==> config.mk <==
export PLATFORM = sky130hd
export DESIGN_NAME = pipeline_ctrl
export DESIGN_NICKNAME = d
export VERILOG_FILES = /design/src/rtl/pipeline_ctrl.sv
export SDC_FILE = /design/constraint.sdc
export NUM_CORES = 1
export LEC_CHECK = 0
export CORE_MARGIN = 2
export CORE_UTILIZATION = 45
export DETAILED_ROUTE_END_ITERATION = 12
export GPL_TIMING_DRIVEN = 0
export MAX_ROUTING_LAYER = met4
export PLACE_DENSITY_LB_ADDON = 0.08
export REMOVE_ABC_BUFFERS = 1
export SYNTH_ARGS = -nofsm -noshare
export SYNTH_HDL_FRONTEND = slang
export SYNTH_SLANG_ARGS = --single-unit
==> constraint.sdc <==
create_clock -name clk -period 5.2 [get_ports clk]
set_input_delay 0.78 -clock clk [delete_from_list [all_inputs] [get_ports clk]]
set_output_delay 0.78 -clock clk [all_outputs]
set_load 0.05 [all_outputs]
==> src/rtl/pipeline_ctrl.sv <==
// Stall/flush sequencer for the 5-stage pipeline: load-use bubbles, branch flushes,
// multi-cycle data-memory waits with timeout, and a saturating stall counter.
module pipeline_ctrl #(
  parameter int unsigned MEM_TIMEOUT = 15,
  parameter int unsigned CNT_W       = 16
) (
  input  logic             clk,
  input  logic             reset,
  input  logic [4:0]       id_rs,
  input  logic [4:0]       id_rt,
  input  logic             id_uses_rt,
  input  logic             ex_memRead,
  input  logic [4:0]       ex_rd,
  input  logic             ex_branch_taken,
  input  logic             mem_access,
  input  logic             dmem_ack,
  output logic             dmem_req,
  output logic             pc_en,
  output logic             if_id_en,
  output logic             if_id_flush,
  output logic             id_ex_en,
  output logic             id_ex_flush,
  output logic             ex_mem_en,
  output logic             mem_wb_en,
  output logic             mem_wb_flush,
  output logic             mem_timeout_err,
  output logic [CNT_W-1:0] stall_count,
  output logic [1:0]       state
);

  localparam int unsigned WaitW = $clog2(MEM_TIMEOUT + 1);
  localparam logic [WaitW-1:0] WaitLast = WaitW'(MEM_TIMEOUT - 1);

  typedef enum logic [1:0] {
    StRun     = 2'd0,
    StMemWait = 2'd1,
    StError   = 2'd2
  } state_e;

  state_e             r_state;
  state_e             w_state_next;
  logic [WaitW-1:0]   r_wait_cnt;
  logic [WaitW-1:0]   w_wait_cnt_next;
  logic               r_err;
  logic [CNT_W-1:0]   r_stall_cnt;
  logic               w_load_use;
  logic               w_freeze;
  logic               w_resolve;

  assign w_load_use = ex_memRead && (ex_rd != 5'd0) &&
                      ((ex_rd == id_rs) || (id_uses_rt && (ex_rd == id_rt)));

  assign state           = r_state;
  assign mem_timeout_err = r_err;
  assign stall_count     = r_stall_cnt;

  // State register
  always_ff @(posedge clk) begin
    if (reset) begin
      r_state    <= StRun;
      r_wait_cnt <= '0;
    end else begin
      r_state    <= w_state_next;
      r_wait_cnt <= w_wait_cnt_next;
    end
  end

  // Next-state logic
  always_comb begin
    w_state_next    = r_state;
    w_wait_cnt_next = r_wait_cnt;
    unique case (r_state)
      StRun: begin
        if (mem_access && !dmem_ack) begin
          w_state_next    = StMemWait;
          w_wait_cnt_next = '0;
        end
      end
      StMemWait: begin
        // An ack on the last allowed cycle still wins over the timeout.
        if (dmem_ack) begin
          w_state_next    = StRun;
          w_wait_cnt_next = '0;
        end else if (r_wait_cnt == WaitLast) begin
          w_state_next = StError;
        end else begin
          w_wait_cnt_next = r_wait_cnt + WaitW'(1);
        end
      end
      StError: begin
        w_state_next = StError;
      end
      default: begin
        w_state_next    = StRun;
        w_wait_cnt_next = '0;
      end
    endcase
  end

  // Output logic
  always_comb begin
    dmem_req     = 1'b0;
    pc_en        = 1'b1;
    if_id_en     = 1'b1;
    if_id_flush  = 1'b0;
    id_ex_en     = 1'b1;
    id_ex_flush  = 1'b0;
    ex_mem_en    = 1'b1;
    mem_wb_en    = 1'b1;
    mem_wb_flush = 1'b0;
    w_freeze     = 1'b0;
    w_resolve    = 1'b0;

    if (reset) begin
      pc_en        = 1'b0;
      if_id_en     = 1'b0;
      id_ex_en     = 1'b0;
      ex_mem_en    = 1'b0;
      mem_wb_en    = 1'b0;
      if_id_flush  = 1'b1;
      id_ex_flush  = 1'b1;
      mem_wb_flush = 1'b1;
    end else begin
      unique case (r_state)
        StRun: begin
          dmem_req  = mem_access;
          w_freeze  = mem_access && !dmem_ack;
          w_resolve = !w_freeze;
        end
        StMemWait: begin
          dmem_req  = 1'b1;
          w_freeze  = !dmem_ack;
          w_resolve = dmem_ack;
        end
        StError: begin
          pc_en     = 1'b0;
          if_id_en  = 1'b0;
          id_ex_en  = 1'b0;
          ex_mem_en = 1'b0;
          mem_wb_en = 1'b0;
        end
        default: begin
          dmem_req = 1'b0;
        end
      endcase

      // The memory stage drains a bubble while everything upstream holds.
      if (w_freeze) begin
        pc_en        = 1'b0;
        if_id_en     = 1'b0;
        id_ex_en     = 1'b0;
        ex_mem_en    = 1'b0;
        mem_wb_en    = 1'b1;
        mem_wb_flush = 1'b1;
      end else if (w_resolve) begin
        if (ex_branch_taken) begin
          if_id_flush = 1'b1;
          id_ex_flush = 1'b1;
        end else if (w_load_use) begin
          pc_en       = 1'b0;
          if_id_en    = 1'b0;
          id_ex_flush = 1'b1;
        end
      end
    end
  end

  // Sticky timeout flag and saturating stall counter
  always_ff @(posedge clk) begin
    if (reset) begin
      r_err       <= 1'b0;
      r_stall_cnt <= '0;
    end else begin
      if (w_state_next == StError) begin
        r_err <= 1'b1;
      end
      if (!pc_en && (r_state != StError) && (r_stall_cnt != '1)) begin
        r_stall_cnt <= r_stall_cnt + CNT_W'(1);
      end
    end
  end

endmodule

==> out/metrics.yaml, run 1 <==
endpoint_kind: "output port"
critPathRequiredTime_ns: 4.42
post_synth.cell_area_avg_um2: 8.42
dp_hpwl_um: 2650
drc: 0
final_common_cell: "clkdlybuf4s50_1"
hold_depth: 2
clock_path_buffers: 2
drv_cap: 0
switching_share: 0.337
synth_top_area_frac: 0.326
htreeDepth: 1
ys_warn_count: 0
dieWidth_um: 60.1
power_leakage_nw: 0.631
start_util: 0.467
pin_count: 50
nNetsFinal: 240
core_um2: 3030
p_per_area_nw_per_um2: 197
overflow: 0
r2r_start: "stall_count[0]"
hp-start: "mem_timeout_err"
synth_edf_count: 0
portBuffers: 49
clock_latency_ns: 0.32
crit_slowest_cell: "clkdlybuf4s50_1"
cts_buffers: 3
fin_crit_sh: 0.783
grt_util_all_layers: 0.221
slew_violations: 0
fin_crit_ns: 4.07
fmax_mhz: 246
p_seq_frac: 0.486
fin_setup_tns_ns: 0
drive_above_1_share: 0.0701
tightest_slew_ns: 0.880
cts_tree: "yes"
grt_pass1_wl_um: 5990
routed_wl_um: 3540
crit_path_frequent_cell: "clkdlybuf4s50_1"
r2r_slack_ns: 2.92
async_flop_share: 0
cp_slowest_stage_delay_ns: 0.86
worstSetupPathType: "primary input to output port"
finClkSkew_ns: 0.00492
ir_drop_mv: 0.120
switchingPower_w: 0.000129
viasPerCell: 5.53
antenna_found_initial: 0
ys.flop_type: "dfxtp_1"
num_rows: 20
root_buffer: "clkbuf_4"
setup_viol: 0
post_cts_resized: 0
stdcell_area_um2: 1940
worstPathCellList: "clkdlybuf4s50_1 -> inv_1 -> o21ai_0 -> nor2_1 -> o21a_1 -> clkdlybuf4s50_1"
post-cts-setup-buffers: 0
status: "complete, no violations"
syn_inst: 168
min_to: "mem_timeout_err"
grt_pass1_vias: 1400
dr.pass1.iters: 4
placed_cell_area_um2: 1910
die_area_um2: 3610
die_h_um: 60.1
rr_endpoint: "stall_count[13]"
synth.distinct_cells: 43
post_drt_wl_per_cell_um: 13.7
r2r_cells: 7
cts_hold_buf: 0
yosys-top-cells-area: "dfxtp_1 33%, xnor2_1 6.8%, a21oi_1 5.0%"
vias: 1428
hold_viol: 0
path_max_fanout: 24
final_antenna_net_count: 0
antenna_cells: 0
cp_data_arrival_time_ns: 3.29
synth_top_cell_by_area: "dfxtp_1"
syn_area_um2: 1410
start_kind: "primary input"
initialDrtViolationCount: 59
clock-sinks: 23
rsz0062_at_grt: "false"
synth-seq-area-share: 0.326
hp-class: "flop to flop"
ys_ff_latch: 23
grt_max_degree: 26
most-common-layout-cells: "49 x clkdlybuf4s50_1, 23 x dfxtp_1, 16 x nor2_1"
place_congestion: 0.783
n_fill_cell: 273
p_int_w: 0.000254
comb_power_share: 0.277
relSlewSlack: 0.411
clk_pin_slew_ns: 0.14
power.share.clock: 0.236
area.growth.synth_to_final_pct: 37.0
-- cells by family after synthesis --
group	count (synthesis)	synth area share
AO/OA/AOI/OAI	37	0.168
flip-flops	23	0.326
AND/OR/NAND/NOR	74	0.317
buffers and inverters	15	0.0584
XOR/XNOR	14	0.0867
adder cells (fa/ha/maj)	3	0.0266
multiplexers	2	0.0177
-- routing by layer --
layer / up-vias / routed length [um] / track usage
met5: - / 0 / -
met4: 0 / 62 / 0.0857
met3: 8 / 151 / 0.0368
met2: 41 / 1790 / 0.365
met1: 680 / 1530 / 0.268
li1: 699 / - / -
-- state kept, by name, summed over array words and instances, names as in the netlist --
name             flops
stall_count         16
mem_timeout_err      1
state                2
r_wait_cnt           4
-- how the worst max path moves through the flow --
stage                           to  startpoint  cells after the start  slack (ns)
final                        pc_en       reset                      6        1.13
after global routing         pc_en       reset                      6        0.91
after CTS                 if_id_en       reset                      6        1.11
after detailed placement  if_id_en       reset                      6        1.13
after global placement    if_id_en       reset                      6        1.10
after floorplan           if_id_en  mem_access                      4        0.54
-- power groups by stage --
stage,sequential (W),clock [W],combinational (W)
CTS,0.000186,0.0000931,0.000106
floorplan,0.000199,0,0.0000509
global route,0.000187,0.000103,0.000114
detailed placement,0.000190,0,0.000106
finish,0.000186,0.0000903,0.000106
global placement,0.000189,0,0.000102
-- critical path, delay by kind of cell --
| family | cells | cell delay [ns] |
|---|---|---|
| AND/OR/NAND/NOR | 1 | 0.20 |
| AO/OA/AOI/OAI | 2 | 0.34 |
| buffers and inverters | 3 | 1.97 |
-- synthesized netlist by cell type (all sizes together), types with 3 or more instances --
cell and n:
xnor2 11, or3 7, ha 3, xor2 3, o21ai 7, nor3 3, nor4 4, nand2 11
nor2b 3, nand3 8, clkbuf 3, o31ai 7, nor2 19, buf 4, dfxtp 23, a21oi 14
or4 8, nand4 7, inv 8
-- metrics by stage --
step | hold WS (ns) | std cells | setup WS (ns) | util | total power, W
after floorplan | 0.480 | 161 | 0.545 | - | 0.000250
after global placement | 0.437 | 254 | 1.10 | 0.630 | 0.000292
after detailed placement | 0.446 | 254 | 1.13 | 0.630 | 0.000295
after CTS | 0.468 | 258 | 1.11 | 0.640 | 0.000385
after global routing | 0.509 | 258 | 0.909 | 0.640 | 0.000404
final | 0.463 | 258 | 1.13 | 0.640 | 0.000382
-- layout make-up --
type | instances | area [um2] | share of cell area
Inverter | 8 | 30.0 | 0.0155
Timing Repair Buffer | 49 | 490 | 0.253
Clock inverter | 1 | 7.51 | 0.00388
Multi-Input combinational cell | 130 | 871 | 0.450
Sequential cell | 23 | 460 | 0.238
Clock buffer | 3 | 22.5 | 0.0116
Tap cell | 44 | 55.1 | 0.0284
Note: power is estimated with default switching activity, not from simulation.
==> inputs of run 2 (changes only) <==
--- a/config.mk
+++ b/config.mk
@@ -6,7 +6,7 @@
 export NUM_CORES = 1
 export LEC_CHECK = 0
 export CORE_MARGIN = 2
-export CORE_UTILIZATION = 45
+export CORE_UTILIZATION = 40
 export DETAILED_ROUTE_END_ITERATION = 12
 export GPL_TIMING_DRIVEN = 0
 export MAX_ROUTING_LAYER = met4
==> constraint.sdc (replaced) <==
create_clock -name clk -period 3.7 [get_ports clk]
set_input_delay 0.555 -clock clk [delete_from_list [all_inputs] [get_ports clk]]
set_output_delay 0.555 -clock clk [all_outputs]
set_load 0.05 [all_outputs]
==> out/metrics.yaml, run 2 (synthesis gave the netlist of run 1 again) <==
r2r_start: "stall_count[8]"
slew_violations: 0  # unchanged
core_um2: 3360  # +11%
pin_count: 50  # unchanged
overflow: 0  # unchanged
drv_cap: 0  # unchanged
grt_max_degree: 26  # unchanged
critPathBufInv: 2  # -1
clk_pin_slew_ns: 0.12  # -0.02 ns
path_max_fanout: 3  # -88%
hp-class: "flop to flop"
cts_buffers: 3  # unchanged
drc: 0  # unchanged
rsz0062_at_grt: "false"
highest_layer: "met4"
crit_path_frequent_cell: "clkdlybuf4s50_1"
htreeDepth: 1  # unchanged
dpl.cell_count: 256  # +0.79%
cts_hold_buf: 0  # unchanged
critPathRequiredTime_ns: 3.14  # -1.28 ns
initialDrtViolationCount: 49  # -17%
p_per_area_nw_per_um2: 270  # +37%
fin_total_pwr_w: 0.000523  # +37%
setup_viol: 0  # unchanged
fin_cells: 260  # +0.78%
vias: 1390  # -2.7%
post-cts-setup-buffers: 0  # unchanged
die_h_um: 63.5  # +5.7%
start_util: 0.420  # -0.0466
die_area_um2: 4030  # +12%
hp-start: "mem_timeout_err"
worstSetupPathType: "primary input to output port"
dr.pass1.iters: 4  # unchanged
place_ws_ns: 0.0480  # -1.09 ns
dieWidth_um: 63.5  # +5.7%
num_rows: 21  # +5.0%
root_buffer: "clkbuf_4"
cp_data_arrival_time_ns: 2.83  # -0.46 ns
final_common_cell: "clkdlybuf4s50_1"
antenna_found_initial: 0  # unchanged
area.growth.synth_to_final_pct: 37.1  # about the same
finClkSkew_ns: 0.00474  # -0.000174 ns
place_congestion: 0.828  # +5.7%
antenna_cells: 0  # unchanged
cp_slowest_stage_delay_ns: 0.80  # -0.06 ns
most-common-layout-cells: "48 x clkdlybuf4s50_1, 23 x dfxtp_1, 16 x nor2_1"
post_cts_resized: 0  # unchanged
portBuffers: 49  # unchanged
relSlewSlack: 0.402  # -0.00934
clock-sinks: 23  # unchanged
grt_pass1_vias: 1357  # -3.1%
dp_hpwl_um: 2510  # -5.4%
dr_wl_met3_um: 163  # +7.9%
clock_latency_ns: 0.30  # -0.02 ns
wl_met2_um: 1620  # -9.4%
cts_tree: "yes"
worstPathCellList: "clkdlybuf4s50_1 -> or4_4 -> nor2_4 -> nor3_1 -> nand2_1 -> o21a_1 -> clkdlybuf4s50_1"
post_drt_wl_per_cell_um: 12.7  # -7.6%
grt_pass1_wl_um: 5660  # -5.4%
ir_drop_mv: 0.157  # +30%
drt-met1-wl_um: 1500  # -2.3%
cp_top_family: "buffers and inverters"
hold_viol: 0  # unchanged
viasPerCell: 5.35  # -3.4%
grt_util_all_layers: 0.174  # -0.0477
crit_slowest_cell: "clkdlybuf4s50_1"
endpoint_kind: "output port"
nNetsFinal: 240  # unchanged
routed_wl_um: 3300  # -6.8%
final_antenna_net_count: 0  # unchanged
setup_ws_ns: 0.317  # -0.810 ns
tightest_slew_ns: 0.895  # +0.0153 ns
crit_start: "ex_rd[1]"
fmax_mhz: 296
start_kind: "primary input"
drive_above_1_share: 0.0654  # -0.00467
fin_crit_ns: 3.38
status: "complete, no violations"
clock_path_buffers: 2  # unchanged
fin_crit_sh: 0.914
power_leakage_nw: 0.642  # +1.6%
largest_reg_flops: 16  # unchanged
## run 2: changes by cell type in the layout (fill, tap and decap cells not counted)
| cell | previous run | this run |
|---|---|---|
| clkinvlp_4 | 1 | 0 |
| dlymetal6s2s_1 | 0 | 1 |
| clkdlybuf4s50_1 | 49 | 48 |
| clkbuf_1 | 0 | 1 |
## run 2: through the flow
step	instance area [um2]	hold slack (ns)	setup TNS (ns)	util
floorplan	1360	0.480	-1.37	-
global placement	1910	0.438	0	0.568
detailed placement	1910	0.443	0	0.568
CTS	1940	0.465	0	0.576
global route	1940	0.507	0	0.576
finish	1940	0.466	0	0.576
## run 2: cell type report
| type | instances | area [um2] |
|---|---|---|
| inverter | 8 | 30.0 |
| fill | 349 | 1430 |
| sequential | 23 | 460 |
| multi-input combinational | 130 | 871 |
| tap | 46 | 57.6 |
| timing repair buffer | 49 | 493 |
| clock buffer | 4 | 26.3 |
## run 2: final timing paths
kind | end | depth (start not counted) | slack (ns)
setup / recovery | if_id_en | 7 | 0.32
hold / removal | mem_timeout_err | 2 | 0.47
setup reg to reg | stall_count[13] | 6 | 1.40
hold reg to reg | mem_timeout_err | 2 | 0.47
## run 2: report_power, final
part	switching, W	internal, W
clock	0.0000737	0.0000420
sequential	0.00000744	0.000254
combinational	0.0000853	0.0000608
total	0.000166	0.000356
## run 2: metal layers
layer / global-route usage / vias to the layer above
met3: 0.0232 / 2
met5: - / -
met4: 0.0245 / 0
met1: 0.208 / 650
met2: 0.316 / 39
li1: - / 699
## run 2: worst min-delay path: stages, from the launching register on
cell and delay, ns:
dfxtp_1 0.34, inv_1 0.05, a21oi_1 0.05
